## src/rtl/riscv_boot_loader.sv

```systemverilog
// -----------------------------------------------------------------------------
// riscv_boot_loader
//
// Boot stage placed in front of the CPU top. While the core is held in reset
// it accepts a byte-serial program image on a valid/ready stream:
//   [N lo][N hi] then 4*N data bytes, each word least-significant byte first.
// It packs the bytes into 32-bit little-endian words and writes them to
// instruction memory at word addresses 0..N-1. After the last write and a
// RELEASE_DLY settle delay, the core reset is released.
//
// Optional feature macro: RISCV_BOOT_CHECKSUM_EN
//   When defined, one extra byte follows the data: the XOR of all 4*N data
//   bytes. A match proceeds to release; a mismatch latches boot_err.
//
// Ports:
//   clk         system clock, rising edge
//   rst_n       asynchronous active-low reset
//   in_valid    byte stream valid
//   in_data     byte stream data
//   in_ready    byte accepted when in_valid && in_ready at the rising edge
//   imem_we     instruction-memory write strobe, one cycle per word
//   imem_addr   word address of the write
//   imem_wdata  word to write
//   core_rst_n  active-low reset to the CPU core
//   boot_done   image loaded and core released
//   boot_err    image rejected; core held in reset
//
// state  | meaning
// -------+-----------------------------------------------------------
// S_LEN0 | waiting for low byte of word count N
// S_LEN1 | waiting for high byte of N; range-checked against DEPTH
// S_DATA | packing data bytes, one imem write per 4 bytes
// S_CSUM | waiting for the checksum byte (checksum build only)
// S_WAIT | settle down-counter running before core release
// S_RUN  | core released; terminal until rst_n
// S_ERR  | image rejected; terminal until rst_n
// -----------------------------------------------------------------------------
module riscv_boot_loader #(
  parameter int ADDR_W      = 10,
  parameter int DEPTH       = 1024,
  parameter int RELEASE_DLY = 4
) (
  input  logic              clk,
  input  logic              rst_n,
  input  logic              in_valid,
  input  logic [7:0]        in_data,
  output logic              in_ready,
  output logic              imem_we,
  output logic [ADDR_W-1:0] imem_addr,
  output logic [31:0]       imem_wdata,
  output logic              core_rst_n,
  output logic              boot_done,
  output logic              boot_err
);

  localparam int DLY_W = $clog2(RELEASE_DLY + 1);

`ifdef RISCV_BOOT_CHECKSUM_EN
  typedef enum logic [2:0] {
    S_LEN0, S_LEN1, S_DATA, S_WAIT, S_RUN, S_ERR, S_CSUM
  } state_t;
`else
  typedef enum logic [2:0] {
    S_LEN0, S_LEN1, S_DATA, S_WAIT, S_RUN, S_ERR
  } state_t;
`endif

  state_t              state_q, state_d;
  logic [15:0]         len_q, len_d;
  logic [1:0]          byte_cnt_q, byte_cnt_d;
  logic [23:0]         asm_q, asm_d;
  logic [ADDR_W-1:0]   word_cnt_q, word_cnt_d;
  logic [DLY_W-1:0]    dly_q, dly_d;
  logic                imem_we_q, imem_we_d;
  logic [ADDR_W-1:0]   imem_addr_q, imem_addr_d;
  logic [31:0]         imem_wdata_q, imem_wdata_d;
  logic                core_rst_n_q, core_rst_n_d;
  logic                boot_done_q, boot_done_d;
  logic                boot_err_q, boot_err_d;
`ifdef RISCV_BOOT_CHECKSUM_EN
  logic [7:0]          csum_q, csum_d;
`endif

  logic                accept;
  logic [15:0]         n_full;
  logic                last_word;

  assign accept    = in_valid && in_ready;
  assign n_full    = {in_data, len_q[7:0]};
  assign last_word = (32'(word_cnt_q) == (32'(len_q) - 32'd1));

  always_comb begin
    state_d      = state_q;
    len_d        = len_q;
    byte_cnt_d   = byte_cnt_q;
    asm_d        = asm_q;
    word_cnt_d   = word_cnt_q;
    dly_d        = dly_q;
    imem_we_d    = 1'b0;
    imem_addr_d  = imem_addr_q;
    imem_wdata_d = imem_wdata_q;
    in_ready     = 1'b0;
`ifdef RISCV_BOOT_CHECKSUM_EN
    csum_d       = csum_q;
`endif

    case (state_q)
      S_LEN0: begin
        in_ready = 1'b1;
        if (accept) begin
          len_d[7:0] = in_data;
          state_d    = S_LEN1;
        end
      end

      S_LEN1: begin
        in_ready = 1'b1;
        if (accept) begin
          len_d[15:8] = in_data;
          if ({16'd0, n_full} > 32'(DEPTH)) begin
            state_d = S_ERR;
          end else if (n_full == 16'd0) begin
`ifdef RISCV_BOOT_CHECKSUM_EN
            state_d = S_CSUM;
`else
            state_d = S_WAIT;
`endif
          end else begin
            state_d = S_DATA;
          end
        end
      end

      S_DATA: begin
        // Writes are a side effect of the 4th byte; input is never stalled.
        in_ready = 1'b1;
        if (accept) begin
          byte_cnt_d = byte_cnt_q + 2'd1;
`ifdef RISCV_BOOT_CHECKSUM_EN
          csum_d     = csum_q ^ in_data;
`endif
          case (byte_cnt_q)
            2'd0: asm_d[7:0]   = in_data;
            2'd1: asm_d[15:8]  = in_data;
            2'd2: asm_d[23:16] = in_data;
            default: begin
              imem_we_d    = 1'b1;
              imem_addr_d  = word_cnt_q;
              imem_wdata_d = {in_data, asm_q};
              word_cnt_d   = word_cnt_q + 1'b1;
              if (last_word) begin
`ifdef RISCV_BOOT_CHECKSUM_EN
                state_d = S_CSUM;
`else
                state_d = S_WAIT;
`endif
              end
            end
          endcase
        end
      end

`ifdef RISCV_BOOT_CHECKSUM_EN
      S_CSUM: begin
        in_ready = 1'b1;
        if (accept) begin
          state_d = (in_data == csum_q) ? S_WAIT : S_ERR;
        end
      end
`endif

      S_WAIT: begin
        // Counter was loaded on entry; release on the edge it reaches zero.
        dly_d = dly_q - DLY_W'(1);
        if (dly_q <= DLY_W'(1)) begin
          state_d = S_RUN;
        end
      end

      default: ;  // S_RUN and S_ERR are terminal
    endcase

    if (state_d == S_WAIT && state_q != S_WAIT) begin
      dly_d = DLY_W'(RELEASE_DLY);
    end

    // Status outputs are registered from the next state so they change
    // together with the state register.
    core_rst_n_d = (state_d == S_RUN);
    boot_done_d  = (state_d == S_RUN);
    boot_err_d   = (state_d == S_ERR);
  end

  always_ff @(posedge clk or negedge rst_n) begin
    if (!rst_n) begin
      state_q      <= S_LEN0;
      len_q        <= '0;
      byte_cnt_q   <= '0;
      asm_q        <= '0;
      word_cnt_q   <= '0;
      dly_q        <= '0;
      imem_we_q    <= 1'b0;
      imem_addr_q  <= '0;
      imem_wdata_q <= '0;
      core_rst_n_q <= 1'b0;
      boot_done_q  <= 1'b0;
      boot_err_q   <= 1'b0;
`ifdef RISCV_BOOT_CHECKSUM_EN
      csum_q       <= '0;
`endif
    end else begin
      state_q      <= state_d;
      len_q        <= len_d;
      byte_cnt_q   <= byte_cnt_d;
      asm_q        <= asm_d;
      word_cnt_q   <= word_cnt_d;
      dly_q        <= dly_d;
      imem_we_q    <= imem_we_d;
      imem_addr_q  <= imem_addr_d;
      imem_wdata_q <= imem_wdata_d;
      core_rst_n_q <= core_rst_n_d;
      boot_done_q  <= boot_done_d;
      boot_err_q   <= boot_err_d;
`ifdef RISCV_BOOT_CHECKSUM_EN
      csum_q       <= csum_d;
`endif
    end
  end

  assign imem_we    = imem_we_q;
  assign imem_addr  = imem_addr_q;
  assign imem_wdata = imem_wdata_q;
  assign core_rst_n = core_rst_n_q;
  assign boot_done  = boot_done_q;
  assign boot_err   = boot_err_q;

endmodule
```

## config.mk

```make
export PLATFORM = sky130hd
export DESIGN_NAME = riscv_boot_loader
export DESIGN_NICKNAME = d
export VERILOG_FILES = /design/src/rtl/riscv_boot_loader.sv
export SDC_FILE = /design/constraint.sdc
export NUM_CORES = 1
export LEC_CHECK = 0
export ABC_CLOCK_PERIOD_IN_PS = 2500
export BUFFER_PORTS_ARGS = -buffer_cell sky130_fd_sc_hd__buf_2
export CAP_MARGIN = 25
export CORE_MARGIN = 4
export CORE_UTILIZATION = 46
export DETAILED_ROUTE_END_ITERATION = 7
export HOLD_SLACK_MARGIN = 0.06
export PLACE_DENSITY = 0.67
export SLEW_MARGIN = 20
export SYNTH_ARGS = -nofsm -noshare
export SYNTH_HDL_FRONTEND = slang
export SYNTH_SLANG_ARGS = --single-unit
```

## constraint.sdc

```tcl
create_clock -name clk -period 2.5 [get_ports clk]
set_input_delay 0.375 -clock clk [delete_from_list [all_inputs] [get_ports clk]]
set_output_delay 0.375 -clock clk [all_outputs]
set_load 0.02 [all_outputs]
```

==> results.cfg, run 1 <==
[run_status]
status = finished clean

[timing]
rsz0062_at_grt = true
hold_violations = 0
timing.final.ws_setup_ns = 0.0797
period_needed_ns = 2.42
skew_ns = 0.00738
setup_viol = 0
fmax_mhz = 413
slew_headroom = 0.463
hold-worst-slack_ns = 0.301
period_share = 0.968
max_slew.worst_pin.slew_ns = 0.797
maxSlewViolCount = 0

[grt]
grt_pass1_wl_um = 17100
first_global_vias = 3447
grt_max_degree = 60
antenna_found_initial = 0
groute.usage.overall = 0.191
overflow = 0

[synthesis]
ys.flop_type = dfrtp_1
syn_inst = 446
synth_async_sr_flop_share = 1.00
avgSynthCellArea_sq_um = 10.4
yosysWarnings = 0
synthDistinctLibCells = 53
synth_edf_count = 0
synth_seq_cells = 103
yosysSeqAreaShare = 0.558
synth_nets = 465
synth.cell_area_sq_mm = 0.00462

[floorplan]
num_rows = 36
die_w_um = 108
io_pins = 58
core-area_sq_mm = 0.00977
start_util = 0.473
die_area_sq_mm = 0.0117
die_h_um = 108

[clock_tree]
cts.clk_slew.worst_paths_ns = 0.10
clock_path_buffers = 2
clk_latency_ns = 0.37
h-tree-depth = 3
cts_inserted_buffers = 9
clock_sinks = 103
cts_root_buffer = clkbuf_8
cts_tree = yes

[hold_path]
hold_path.class = in -> reg

[cells_and_area]
syn_to_final_growth_pct = 20.1
layout-drive-gt1-share = 0.311
antenna_cells = 0
fin_cells = 667
final_nets = 548

[place]
place_inst = 647
gp_congestion = 0.885
pre_cts_ws_ns = -0.0599
port_buffers = 57
hpwl_um = 7370

[setup_path]
path_cells = and4bb_2 -> nand2_4 -> or4_4 -> a2111oi_4 -> nand4_1 -> o21ai_2 -> a21boi_2 -> and3b_1
cpPeakStageDelay_ns = 0.54
reg2reg_slack_ns = 0.08
critPathKind = reg -> reg
start_kind = flip-flop
critPathCaptureType = flip-flop
cp_max_fo = 3
cpMaxStageDelayCell = or4_4
critical_path_arrival_ns = 2.74
crit_required_ns = 2.82

[job]
maxCapViolCount = 0

[power_and_ir_drop]
p_leak_nw = 2.88
worst_ir_drop_vdd_mv = 0.585
p_per_area_mw_per_mm2 = 893

[routing]
totalWireLength_um = 10300
dr_wl_met3_um = 258
vias = 3425
firstDrtPassIters = 4
top_layer_used = met4
vias_per_cell = 5.13
first_iter_violations = 112
wl_met2_um = 4930
drc = 0
post_drt_wl_per_cell_um = 15.5
wl_met1_um = 4960
ant_nets = 0
[layer usage]
metal / global-route usage / vias up
met4: 0.0649 / 0
met1: 0.258 / 1708
met2: 0.313 / 46
li1: - / 1657
met3: 0.0334 / 14
met5: 0 / -
[state kept, by name (all words and copies together) (netlist names)]
signal      flops
imem_wdata     32
boot_done       1
imem_addr      10
state_q         3
asm_q          24
word_cnt_q     10
len_q          16
dly_q           3
imem_we         1
byte_cnt_q      2
boot_err        1
[synthesized netlist by cell type (4+ instances only)]
master	count	area (sq um)
nand2_1	145	544
xnor2_1	17	149
o21ai_0	8	40.0
ha_1	8	100
nor4_1	4	25.0
inv_1	12	45.0
nand3_1	6	30.0
clkbuf_1	13	48.8
mux2_2	37	417
nor3_1	5	25.0
xor2_1	4	35.0
a21oi_1	6	30.0
dfrtp_1	103	2580
a31oi_1	4	25.0
nor2_1	19	71.3
[report_power, final]
| group | switching, mW | internal (mW) | total (mW) | leakage, nW |
|---|---|---|---|---|
| Sequential | 0.268 | 2.02 | 2.29 | 1.37 |
| Clock | 0.584 | 0.475 | 1.06 | 0.0998 |
| Combinational | 0.866 | 0.744 | 1.61 | 1.41 |
[critical path: cells and delay by family, from the launching register on]
kind / cells / cell delay (ns)
flip-flops: 1 / 0.39
AND/OR/NAND/NOR: 5 / 1.27
AO/OA/AOI/OAI: 3 / 0.70
[kinds of logic after synthesis]
family                     after synthesis  share of synthesized area
adders and majority gates                8                     0.0217
and+or+nand+nor                        205                      0.197
buffers and inverters                   31                     0.0290
xor gates and xnor gates                21                     0.0398
muxes                                   39                     0.0945
AOI/OAI and AO/OA                       39                     0.0606
DFF                                    103                      0.558
[through the flow]
stage	util	TNS (ns)	area [sq um]	power [mW]
3_5_place_dp	0.535	-0.224	5230	3.81
6_report	0.568	0	5550	4.96
4_1_cts	0.559	0	5470	4.91
2_1_floorplan	-	0	4620	3.25
5_1_grt	0.568	-0.0583	5550	5.27
3_3_place_gp	0.535	0	5230	3.76
[worst paths after layout]
path / end / start / cells after the start
hold reg to reg: imem_wdata[12]$_DFFE_PN0P_ / asm_q[12]$_DFFE_PN0P_ / 2
hold / removal: imem_wdata[31]$_DFFE_PN0P_ / in_data[7] / 3
max in group asynchronous: len_q[4]$_DFFE_PN0P_ / rst_n / 3
min in group asynchronous: imem_wdata[4]$_DFFE_PN0P_ / rst_n / 2
setup reg to reg: boot_err$_DFF_PN0_ / state_q[0]$_DFF_PN0_ / 8
setup / recovery: boot_err$_DFF_PN0_ / state_q[0]$_DFF_PN0_ / 8
[what timing repair did]
| action | 4_1_cts | 5_1_grt |
|---|---|---|
| gates resized for setup | 3 | 17 |
| endpoints found under the hold margin | 44 | 0 |
| endpoints found under the setup margin | 5 | 5 |
| pin swaps | 3 | 8 |
| hold buffers | 1 | 0 |
| setup buffers | 1 | 2 |
[cell type report]
class	count	area, sq um
multi-input cells	312	2000
well taps	133	166
fillers	892	4220
repair buffers	90	563
clock buffers	11	131
flip-flops and latches	103	2580
inverters	13	48.8
clock inverters	5	63.8
[layout by cell type, fill, tap and decap left out, types with 3 or more instances in the layout]
cell type  count
nand2_1      145
dfrtp_1      102
buf_2         56
mux2_2        37
buf_4         31
nor2_1        17
xnor2_1       16
inv_1         10
clkbuf_8       9
o21ai_0        7
ha_1           7
nand3_1        6
a21oi_1        5
nor3_1         4
a31oi_1        4
xor2_1         4
inv_2          3
nand2b_1       3
nand4_1        3
Note: power is estimated with default switching activity, not from simulation.
==> run 2, diff against run 1 <==
CORE_MARGIN = 3   (was 4)
CORE_UTILIZATION = 30   (was 46)
GPL_TIMING_DRIVEN = 0   (was default)
PLACE_DENSITY = 0.47   (was 0.67)
==> run 2 against run 1 <==
- the run now ends with negative setup slack left
- core utilization down 18 points
- highest routed layer unchanged
- worst setup slack lost 0.12 ns
- register-to-register slack got worse by 0.12 ns
- worst hold slack gained 0.032 ns
==> results.cfg, run 2 (synthesis results as in run 1) <==
[run_status]
violations = negative setup slack
status = finished with violations

[cells_and_area]
syn_to_final_growth_pct = 23.0
layout-drive-gt1-share = 0.283
layout_commonest_cell = nand2_1
final_cell_mix = 145 x nand2_1, 100 x dfrtp_1, 56 x buf_2
fin_cells = 717
multi_input_area_sq_mm = 0.00200
largest_reg_flops = 32
final_nets = 547
seq_area_sq_mm = 0.00258
final_core_util = 0.384
fillers = 1474
antenna_cells = 0

[setup_path]
rr_endpoint = boot_err$_DFF_PN0_
cp_num_buf_inv = 1
cpMaxStageDelayCell = or4_4
start_kind = flip-flop
cp_max_fo = 3
crit_family = simple AND/OR/NAND/NOR gates
crit_required_ns = 2.80
critPathKind = reg -> reg
critical_path_arrival_ns = 2.84
r2r-start = state_q[2]$_DFF_PN0_
critPathCaptureType = flip-flop
reg2regPathDepth = 9
reg2reg_slack_ns = -0.04
path_cells = and4bb_1 -> buf_6 -> nand2_4 -> or4_4 -> a2111oi_4 -> nand4_1 -> o21ai_2 -> a21boi_4 -> and3b_1
cpPeakStageDelay_ns = 0.51

[clock_tree]
cts_tree = yes
cts.clk_slew.worst_paths_ns = 0.08
cts_inserted_buffers = 9
clock_path_buffers = 2
h-tree-depth = 3
clock_sinks = 103
clk_latency_ns = 0.36
cts_root_buffer = clkbuf_16

[routing]
ant_nets = 0
drc = 0
vias = 3442
firstDrtPassIters = 5
totalWireLength_um = 11300
post_drt_wl_per_cell_um = 15.8
first_iter_violations = 186
vias_per_cell = 4.80

[timing]
maxSlewViolCount = 0
fmax_mhz = 393
max_slew.worst_pin.slew_ns = 0.949
period_share = 1.02
setup_viol = 3
period_needed_ns = 2.54
rsz0062_at_grt = true
timing.final.ws_setup_ns = -0.0444
slew_headroom = 0.366
skew_ns = 0.0103
hold_violations = 0

[grt]
overflow = 0
first_global_vias = 3520
grt_max_degree = 58
grt_pass1_wl_um = 18500
antenna_found_initial = 0
groute.usage.overall = 0.141

[floorplan]
start_util = 0.312
core-area_sq_mm = 0.0148
io_pins = 58
die_w_um = 130
die_area_sq_mm = 0.0169
die_h_um = 130
num_rows = 44

[hold_path]
holdPathStages = 3
hold_path.class = in -> reg
hold-path-endpoint = imem_wdata[31]$_DFFE_PN0P_
min-delay-start = in_data[7]

[power_and_ir_drop]
p_per_area_mw_per_mm2 = 935
worst_ir_drop_vdd_mv = 0.465
p_leak_nw = 2.88

[job]
maxCapViolCount = 0

[place]
place_inst = 688
port_buffers = 57
hpwl_um = 7690
gp_congestion = 0.798
pre_cts_ws_ns = -0.587
## run 2: changes by cell type in the layout (fill, tap and decap cells not counted), sizes merged
cell,delta
clkbuf,+13
clkinvlp,+1
buf,-15
## run 2: repair_timing
action / 4_1_cts / 5_1_grt
gates resized for setup: 15 / 10
endpoints found under the hold margin: 46 / 0
setup endpoints to repair: 8 / 6
hold buffers: 1 / 0
cloned: 0 / 0
buffers inserted: 8 / 5
pin swaps: 10 / 7
## run 2: worst max-delay path by stage
stage                     startpoint                   end  depth (start not counted)
6_report        state_q[2]$_DFF_PN0_    boot_err$_DFF_PN0_                          9
5_1_grt        len_q[11]$_DFFE_PN0P_  dly_q[2]$_DFFE_PN0P_                          9
4_1_cts         state_q[0]$_DFF_PN0_    boot_err$_DFF_PN0_                         10
3_5_place_dp    len_q[0]$_DFFE_PN0P_    boot_err$_DFF_PN0_                         10
3_3_place_gp    len_q[0]$_DFFE_PN0P_    boot_err$_DFF_PN0_                         10
2_1_floorplan   state_q[0]$_DFF_PN0_    boot_err$_DFF_PN0_                         10
## run 2: area by class of cell
class	instances	share of cell area
flip-flops and latches	103	0.454
multi-input cells	312	0.351
repair buffers	72	0.0751
clock buffers	10	0.0421
well taps	184	0.0405
plain buffers	17	0.0148
clock inverters	6	0.0134
inverters	13	0.00859
## run 2: report_power, final
group	internal, mW	switching (mW)
Combinational	0.689	0.811
Sequential	2.02	0.302
Clock	0.818	0.672
Total	3.53	1.79
## run 2: routing by layer
metal | global-route usage | wire [um] | vias to the layer above
met1 | 0.195 | 5510 | 1697
met2 | 0.217 | 5170 | 63
met5 | 0 | 0 | -
met4 | 0.0501 | 187 | 0
li1 | - | - | 1668
met3 | 0.0319 | 445 | 14
## run 2: worst register-to-register path: cells and delay by family, from the launching register on
family	cells	cell delay (ns)
and+or+nand+nor	5	1.23
AOI/OAI and AO/OA	3	0.75
DFF	1	0.40
buffers and inverters	1	0.12
## run 2: stage by stage
step / TNS, ns / cell area (sq um) / hold slack (ns) / total power [mW]
final: -0.0710 / 5680 / 0.334 / 5.31
after global routing: -0.609 / 5680 / 0.362 / 5.65
after CTS: -0.0885 / 5630 / 0.328 / 5.31
after detailed placement: -3.30 / 5170 / 0.343 / 3.67
after global placement: -15.91 / 5140 / 0.445 / 3.62
after floorplan: 0 / 4620 / 0.0794 / 3.25
==> run 3, diff against run 2 <==
ABC_AREA = 1   (was default)
CELL_PAD_IN_SITES_DETAIL_PLACEMENT = 0   (was default)
CELL_PAD_IN_SITES_GLOBAL_PLACEMENT = 1   (was default)
PLACE_DENSITY = 0.58   (was 0.47)
==> run 3 against run 2 <==
- critical path type unchanged
- largest cell class unchanged
- the run now ends clean
- sequential power down 28%
- flip-flop and latch count did not move
- final area is 2.2% lower
- largest power group unchanged
==> results.cfg, run 3 <==
[run_status]
status = finished clean

[grt]
first_global_vias = 3405
overflow = 0
grt_max_degree = 78
grt_pass1_wl_um = 18700
antenna_found_initial = 0
groute.usage.overall = 0.138

[timing]
max_slew.worst_pin.slew_ns = 0.574
period_needed_ns = 2.13
timing.final.ws_setup_ns = 0.373
fmax_mhz = 470
period_share = 0.851
hold_violations = 0
finalSetupTns_ns = 0
skew_ns = 0.00400
setup_viol = 0
maxSlewViolCount = 0
rsz0062_at_grt = false
slew_headroom = 0.616
hold-worst-slack_ns = 0.267

[routing]
vias = 3498
firstDrtPassIters = 4
drc = 0
first_iter_violations = 174
post_drt_wl_per_cell_um = 14.7
totalWireLength_um = 11600
ant_nets = 0
vias_per_cell = 4.44

[synthesis]
synth_nets = 522
synth_seq_cells = 103
synth_common_cells = 103 x dfrtp_1, 86 x nand2_1, 83 x nor2_1
synth_edf_count = 0
yosysSeqAreaShare = 0.548
synth.cell_area_sq_mm = 0.00470
ys.flop_type = dfrtp_1
yosysWarnings = 0
synth_top_cell_by_area = dfrtp_1
syn_inst = 503
synthDistinctLibCells = 28
synth_top_area_frac = 0.548
ys_top_cells_by_area = dfrtp_1 55%, nand2_1 6.9%, mux2_2 6.7%
yosysMostFrequentCell = dfrtp_1
synth_async_sr_flop_share = 1.00
avgSynthCellArea_sq_um = 9.35

[cells_and_area]
antenna_cells = 0
syn_to_final_growth_pct = 18.2
layout_commonest_cell = dfrtp_1
layout-drive-gt1-share = 0.207
final_core_util = 0.364
final_nets = 592
final_cell_mix = 103 x dfrtp_1, 86 x nand2_1, 83 x nor2_1
stdcell_area_sq_mm = 0.00556
fin_cells = 787
largest_reg_flops = 32

[clock_tree]
h-tree-depth = 3
cts_tree = yes
cts_setup_buffers = 0
cts_resized = 0
cts_inserted_buffers = 9
clock_sinks = 103
clock_path_buffers = 2
cts_root_buffer = clkbuf_16
cts.clk_slew.worst_paths_ns = 0.07
clk_latency_ns = 0.34

[floorplan]
die_area_sq_mm = 0.0172
die_h_um = 131
core-area_sq_mm = 0.0153
die_w_um = 131
num_rows = 45
io_pins = 58
start_util = 0.308

[hold_path]
hold_path.class = in -> reg

[power_and_ir_drop]
p_per_area_mw_per_mm2 = 555
p_switching_mw = 0.689
intPower_mw = 2.39
switching_share = 0.224
p_leak_nw = 3.05
power_mw = 3.08
p_comb_frac = 0.036
clkPwrFrac = 0.418
pwr-share-seq = 0.546
worst_ir_drop_vdd_mv = 0.302

[place]
post_dp_cell_area_sq_mm = 0.00528
gp_congestion = 0.819
port_buffers = 57
hpwl_um = 8440
place_inst = 772
pre_cts_ws_ns = 0.376

[setup_path]
crit_required_ns = 2.73
start_kind = flip-flop
cpPeakStageDelay_ns = 0.39
critPathKind = reg -> reg
path_cells = inv_1 -> ha_1 -> nand2_1 -> nor2_4 -> nand3_1 -> a21oi_1 -> nand4_1 -> nand2_1 -> inv_1 -> o21ai_0 -> inv_1 -> nand2_1 -> nor2_1
cpMaxStageDelayCell = dfrtp_1
critical_path_arrival_ns = 2.36
cp_num_buf_inv = 3
cp_max_fo = 7
critPathCaptureType = flip-flop
crit_family = simple AND/OR/NAND/NOR gates
reg2reg_slack_ns = 0.37

[job]
maxCapViolCount = 0
==> run 3: tightest hold or removal path: cells and delay by family <==
kind / cells / cell delay (ns)
buffers and inverters: 1 / 0.09
AOI/OAI and AO/OA: 1 / 0.06
and+or+nand+nor: 1 / 0.04
==> run 3: per-layer routing <==
metal / global-route usage / up-vias / share of wire
met5: 0 / - / 0
met4: 0.0403 / 0 / 0.0057
met3: 0.0352 / 4 / 0.041
met2: 0.208 / 47 / 0.46
met1: 0.196 / 1702 / 0.49
li1: - / 1745 / -
==> run 3: cell type report <==
cell class	instances	area (sq um)
Timing Repair Buffer	59	329
Tap cell	211	264
Inverter	57	214
Sequential cell	103	2580
Clock buffer	11	243
Clock inverter	3	21.3
Fill cell	1567	9700
Multi-Input combinational cell	329	1820
Buffer	14	85.1
==> run 3: power groups by stage <==
stage / registers (mW) / logic, mW / clock network (mW)
4_1_cts: 1.68 / 0.115 / 1.34
3_5_place_dp: 1.71 / 0.114 / 0
5_1_grt: 1.68 / 0.127 / 1.41
2_1_floorplan: 1.71 / 0.0372 / 0
6_report: 1.68 / 0.111 / 1.29
3_3_place_gp: 1.71 / 0.107 / 0
==> run 3: logic make-up (layout without fill, tap and decap cells) <==
logic type / Yosys count / in the layout / synth area share
AOI/OAI and AO/OA: 69 / 69 / 0.0748
xor gates and xnor gates: 19 / 19 / 0.0354
adders and majority gates: 8 / 8 / 0.0213
buffers and inverters: 71 / 144 / 0.0636
DFF: 103 / 103 / 0.548
muxes: 28 / 28 / 0.0671
and+or+nand+nor: 205 / 205 / 0.190
==> run 3: what timing repair did <==
| item | in CTS | in global routing |
|---|---|---|
| hold endpoints to repair | 26 | 0 |
| endpoints found under the setup margin | 0 | 0 |
| hold buffers | 1 | 0 |
==> run 3: worst paths after layout <==
path                                       startpoint                          to  cells past startpoint
max                              len_q[0]$_DFFE_PN0P_          boot_err$_DFF_PN0_                     13
min                                        in_data[4]       len_q[12]$_DFFE_PN0P_                      3
max reg2reg                      len_q[0]$_DFFE_PN0P_          boot_err$_DFF_PN0_                     13
min reg2reg                imem_wdata[14]$_DFFE_PN0P_  imem_wdata[14]$_DFFE_PN0P_                      1
max in group asynchronous                       rst_n        len_q[2]$_DFFE_PN0P_                      3
min in group asynchronous                       rst_n       asm_q[14]$_DFFE_PN0P_                      2
